### src/rtl/mux_rr_arbiter.sv
// mux_rr_arbiter: round-robin arbiter driving the select of an 8-to-1 mux shared by eight requesters
//   clk   : rising-edge clock
//   rst   : synchronous active-high reset
//   req   : per-requester request lines, held while the mux is wanted
//   ready : downstream samples the mux output this cycle
//   sel   : mux select, index of the granted requester, held when idle
//   gnt   : one-hot grant, zero when idle
//   busy  : a grant is held
//   xfer  : one accepted transfer this cycle
module mux_rr_arbiter #(
   parameter int MAX_HOLD = 4
) (
   input  logic       clk,
   input  logic       rst,
   input  logic [7:0] req,
   input  logic       ready,
   output logic [2:0] sel,
   output logic [7:0] gnt,
   output logic       busy,
   output logic       xfer
);
   localparam logic IDLE  = 1'b0;
   localparam logic GRANT = 1'b1;
   logic       state;
   logic [2:0] ptr;
   logic [3:0] cnt;
   logic [2:0] base;
   logic [2:0] off;
   logic [2:0] pick;
   logic [7:0] rot;
   logic       rel;
   assign busy = state == GRANT;
   assign xfer = busy & ready & req[sel];
   assign rel  = busy & (~req[sel] | (xfer & (cnt == 4'(MAX_HOLD - 1))));
   // On release the search starts just past the releasing requester, so it is considered last.
   always_comb begin
      base = busy ? sel + 3'd1 : ptr;
      rot  = 8'({req, req} >> base);
      off  = 3'd0;
      for (int i = 7; i >= 0; i--)
         if (rot[i]) off = 3'(i);
      pick = base + off;
   end
   always_ff @(posedge clk) begin
      if (rst) begin
         state <= IDLE;
         ptr   <= 3'd0;
         cnt   <= 4'd0;
         sel   <= 3'd0;
         gnt   <= 8'd0;
      end else if (busy ? rel : |req) begin
         if (busy) ptr <= sel + 3'd1;
         state <= |req ? GRANT : IDLE;
         sel   <= |req ? pick : sel;
         gnt   <= |req ? 8'd1 << pick : 8'd0;
         cnt   <= 4'd0;
      end else if (xfer) begin
         cnt <= cnt + 4'd1;
      end
   end
endmodule

### config.mk
export PLATFORM = sky130hd
export DESIGN_NAME = mux_rr_arbiter
export DESIGN_NICKNAME = d
export VERILOG_FILES = /design/src/rtl/mux_rr_arbiter.sv
export SDC_FILE = /design/constraint.sdc
export NUM_CORES = 1
export LEC_CHECK = 0
export ABC_CLOCK_PERIOD_IN_PS = 4750
export CORE_AREA = 2 2 82 45
export CTS_BUF_LIST = sky130_fd_sc_hd__clkbuf_4
export CTS_CLUSTER_DIAMETER = 80
export DETAILED_ROUTE_END_ITERATION = 12
export DIE_AREA = 0 0 84 47
export GPL_ROUTABILITY_DRIVEN = 0
export PLACE_DENSITY = 0.68
export SETUP_SLACK_MARGIN = 0.05
export SYNTH_ARGS = -nofsm -noshare
export SYNTH_HDL_FRONTEND = slang
export SYNTH_SLANG_ARGS = --single-unit
### constraint.sdc
create_clock -name clk -period 4.75 [get_ports clk]
set_clock_uncertainty 0.15 [all_clocks]
set_input_delay 1.425 -clock clk [delete_from_list [all_inputs] [get_ports clk]]
set_output_delay 1.425 -clock clk [all_outputs]
set_load 0.005 [all_outputs]
# == Yosys cells after proc, flatten, opt, wreduce, memory -nomap -nowiden ==
# Index checks and enable logic that the tools add are counted.
# classes
add_sub_neg,3
n_lt_le_gt_ge,1
n_eq_ne,1
shift,2
n_mux,14
bitwise,6
reduce_logical,3
# op_table
op,count
$mux W3,9
$shr A16 B3 Y8,1
$mux W8,1
$reduce_or A8 Y1,1
$shl A1 B3 Y8 const A,1
$add A4 B1 Y4 const B,1
$and A1 B1 Y1,4
$eq A4 B2 Y1 const B,1
$lt A3 B4 Y1 const B,1
$add A3 B1 Y3 const B,1
$add A3 B3 Y3,1
$bmux W1 S3,1
$mux W1,3
$reduce_and A2 Y1,1
$reduce_or A2 Y1,1
$not A1 Y1,1
$or A1 B1 Y1,1
# word_totals
reg_bits,19
input_bits,11
output_inout_bits,13

# == Longest topological paths before layout ==
# depth
depth_word,14
ltp_mapped,14

# == Worst setup path after synthesis ==
# No wires, ideal clock.
# synth_timing
path_type,input-to-output
from,input port req[7]
to,output port xfer
t_arrival_ns,2.445
required_time_ns,3.175
slack_ns,0.730
path_stages,4
path_cell_list,mux4_2 -> mux2_2 -> and3_1 -> clkbuf_1
# synth_between
elab_chain_len,3
# synth_rtl
element,line_no,source
start: declaration,15,"input logic [7:0] req,"
$bmux W1 S3,33,assign xfer = busy & ready & req[sel];
$mux W1 (implied by the code),33,
$and A1 B1 Y1,33,
end: declaration,20,output logic xfer
# Every way passes these cells. The select of a mux whose other input is x is not followed.

# == Final worst setup path ==
# layout_timing
from,input port req[3]
to,output port xfer
# The elaborated chain is that of the path after synthesis.

==> metrics.md <==
| Metric | Value |
|---|---|
| First-pass GRT wire length | `5.93 mm` |
| Mean post-synth cell area | `9.39 µm²` |
| Worst r2r src | `sel[0]$_SDFFE_PP0P_` |
| Share of post-route cells with drive strength above 1 | `18.5%` |
| Setup WS pre-CTS | `-0.0756 ns` |
| Yosys warning total | `0` |
| Via Count | `1263` |
| DP HPWL | `2.83 mm` |
| Top cell type by total area after synthesis | `dfxtp_1` |
| Fmax | `0.216 GHz` |
| Period utilization | `97.5%` |
| Post-DRT Antenna Nets | `0` |
| Core region area | `3250 µm²` |
| Synth area leaders | `dfxtp_1 (27%), mux2i_1 (17%), mux2_2 (4.1%), nand2_1 (4.1%), mux4_2 (3.2%)` |
| Layout area overhead | `27.9%` |
| Top delay family on crit path | `multiplexers` |
| Largest family of logic cells by synthesized area | `multiplexers` |
| Die W | `84 µm` |
| Longest Clk Path Bufs | `2` |
| Largest net degree at the start of global routing | `17` |
| Reg2Reg Setup Slack | `0.56 ns` |
| Commonest non-fill, non-tap cell in the layout | `mux2i_1` |
| First-pass DRT Iterations | `4` |
| I/O Buffers | `23` |
| Setup-failing EPs final | `0` |
| Hold_sp | `gnt[3]$_SDFFE_PP0P_` |
| Slew @ Worst Pin | `0.813 ns` |
| Post-synth top area share | `27.4%` |
| Overflow left after global routing | `0` |
| Hold Path Class | `flip-flop to flip-flop` |
| Slew HR | `44.7%` |
| Pwr Total | `930 µW` |
| Synth Area in Simple Gates | `15.3%` |
| Gate Count Post-Synth | `148` |
| Global Route Usage Sum | `19.6%` |
| Die ar. | `3950 µm²` |
| Worst path slowest cell | `mux4_2` |
| EDFF count, synth | `0` |
| Synth async-reset ratio | `0%` |
| Critical Path Fanout Max | `2` |
| Max Cap Violations | `0` |
| Top-Level Pins | `24` |
| Nets | `199` |
| Crit. End Element | `output pin` |
| Compound-cell area share of the yosys netlist | `17.0%` |
| XOR/XNOR share of the synthesized area | `4.95%` |
| Final core occ | `54.8%` |
| Antenna violations before repair | `0` |
| WL final | `3.60 mm` |
| Ant diodes | `0` |
| # Post-CTS Setup Buffers | `0` |
| Vias per inst | `5.59` |
| Starting density of the core | `42.8%` |
| Crit-path max cell delay | `0.47 ns` |
| TritonCTS clock tree | `done` |
| Mux contribution to synthesized area | `28.2%` |
| Final WS setup | `0.119 ns` |
| CP Buf/Inv Count | `2` |
| Ys flop type | `dfxtp_1` |
| Fill cells | `305` |
| CTS buffer count | `3` |
| Non-filler cells, final | `226` |
| Clock sink count | `19` |
| WHS Endpoint | `gnt[3]$_SDFFE_PP0P_` |
| Die height | `47 µm` |
| Post-synthesis net count | `162` |
| Final hold violation count | `0` |
| Placed insts | `222` |
| Rows | `15` |
| Final Instance Area | `1780 µm²` |
| PwrDens | `523 nW/µm²` |
| Iter 0 DRT Violations | `88` |
| P_leak | `0.000774 µW` |
| Max VDD drop | `0.199 mV` |
| Worst endpoint required time | `3.17 ns` |
| Clk Tree Root Cell | `clkbuf_4` |
| Seq/Total Area, Yosys | `27.4%` |
| H-tree depth | `1` |
| CP Launch Type | `input port` |
| WL/cell | `15.9 µm` |
| R2R Path End | `gnt[4]$_SDFFE_PP0P_` |
| Fin. max-slew vios | `0` |
| Critical Path, Cell by Cell | `clkdlybuf4s50_1, mux4_2, mux2_4, and3_1, dlygate4sd2_1` |
| Fin crit period | `4.63 ns` |
| Post-Synth Adder-Cell Area | `3.24%` |
| Most frequent cells in the layout | `mux2i_1 (24), clkdlybuf4s50_1 (21), dfxtp_1 (19)` |
| R2R depth | `14` |
| Synthesized area | `1390 µm²` |
| Arr. time, crit path | `3.06 ns` |
| Hold depth | `2` |
| Flops & latches, synth | `19` |
| Clk_lat worst skew | `0.30 ns` |
| Vias in the first global route | `1200` |
| RSZ-0062 raised after global routing | `no` |
| Setup CP Type | `input port to output pin` |
| Distinct cells, synth | `43` |
| Status | `completed` |
| Post-route DRC | `0` |
| Worst-path clk slew | `0.11 ns` |
| DP Area | `1750 µm²` |
## through the flow
stage | setup TNS [ns] | hold WS [ns]
final | 0 | 0.316
after global routing | 0 | 0.350
after CTS | 0 | 0.323
after detailed placement | -0.237 | 0.303
after global placement | -0.0684 | 0.292
after floorplan | 0 | 0.299
## worst max-delay path by stage
stage / slack [ns] / start / cells past startpoint / to
2_1_floorplan: 0.73 / req[7] / 4 / xfer
3_3_place_gp: -0.07 / req[3] / 5 / xfer
3_5_place_dp: -0.08 / req[7] / 5 / xfer
4_1_cts: 0.11 / req[3] / 5 / xfer
5_1_grt: 0.07 / req[4] / 5 / xfer
6_report: 0.12 / req[3] / 5 / xfer
## worst reg2reg max path: stages (launching register included)
cell and delay, ns:
dfxtp_1 0.56, ha_1 0.26, xor2_2 0.09, mux2i_4 0.52
mux2i_1 0.40, mux2i_1 0.12, mux2_2 0.29, a31o_2 0.23
a21boi_2 0.16, nand2_1 0.09, fa_1 0.41, xor2_1 0.20
xor2_1 0.19, buf_4 0.16, a32o_1 0.26
## layout make-up
class	count	area (µm²)	area share, %
inverters	6	22.5	1.27
multi-input cells	118	958	53.9
clock inverters	1	5.00	0.281
repair buffers	37	337	18.9
well taps	42	52.6	2.96
flip-flops and latches	19	380	21.4
clock buffers	3	22.5	1.27
## layer usage
layer	vias to the layer above	routed length, µm	track usage (%)
li1	620	-	-
met1	602	1790	26.9
met2	37	1610	32.0
met3	4	179	4.57
met4	0	27	5.48
met5	-	0	0
## cells in the mapped netlist, types with 2 or more instances
cell type and count:
a32o_1 4, a211oi_1 2, ha_1 2, nand2b_1 4, nor4_1 2, nand2_1 15
dfxtp_1 19, mux2i_1 24, nor2_1 8, o31ai_1 4, a21oi_1 7, xor2_1 4
o21a_1 2, nand3b_1 2, nor2b_1 2, mux2i_2 2, buf_2 2, mux2_2 5
mux4_2 2, inv_1 6, xnor2_1 2, o311ai_0 2, nor3_1 5, clkbuf_1 2
## sequential cells by signal, indices dropped and copies added (netlist names)
name  flops
gnt       8
busy      1
cnt       4
ptr       3
sel       3
## what timing repair did
| item | 4_1_cts | 5_1_grt |
|---|---|---|
| hold buffers | 0 | 0 |
| cloned | 0 | 0 |
| setup endpoints to repair | 1 | 1 |
| gates resized for setup | 2 | 1 |
## cell families (layout without fill, tap and decap cells)
family	count (synthesis)	after routing
AOI/OAI and AO/OA	30	30
xor gates and xnor gates	7	7
adders and majority gates	3	3
buffers and inverters	11	47
DFF	19	19
muxes	34	34
and+or+nand+nor	44	44
## report_power, final
| group | internal, µW | switching [µW] |
|---|---|---|
| Combinational | 302 | 308 |
| Sequential | 198 | 38.5 |
| Clock | 31.4 | 52.2 |
No activity file was read; power rests on OpenSTA's default activity.
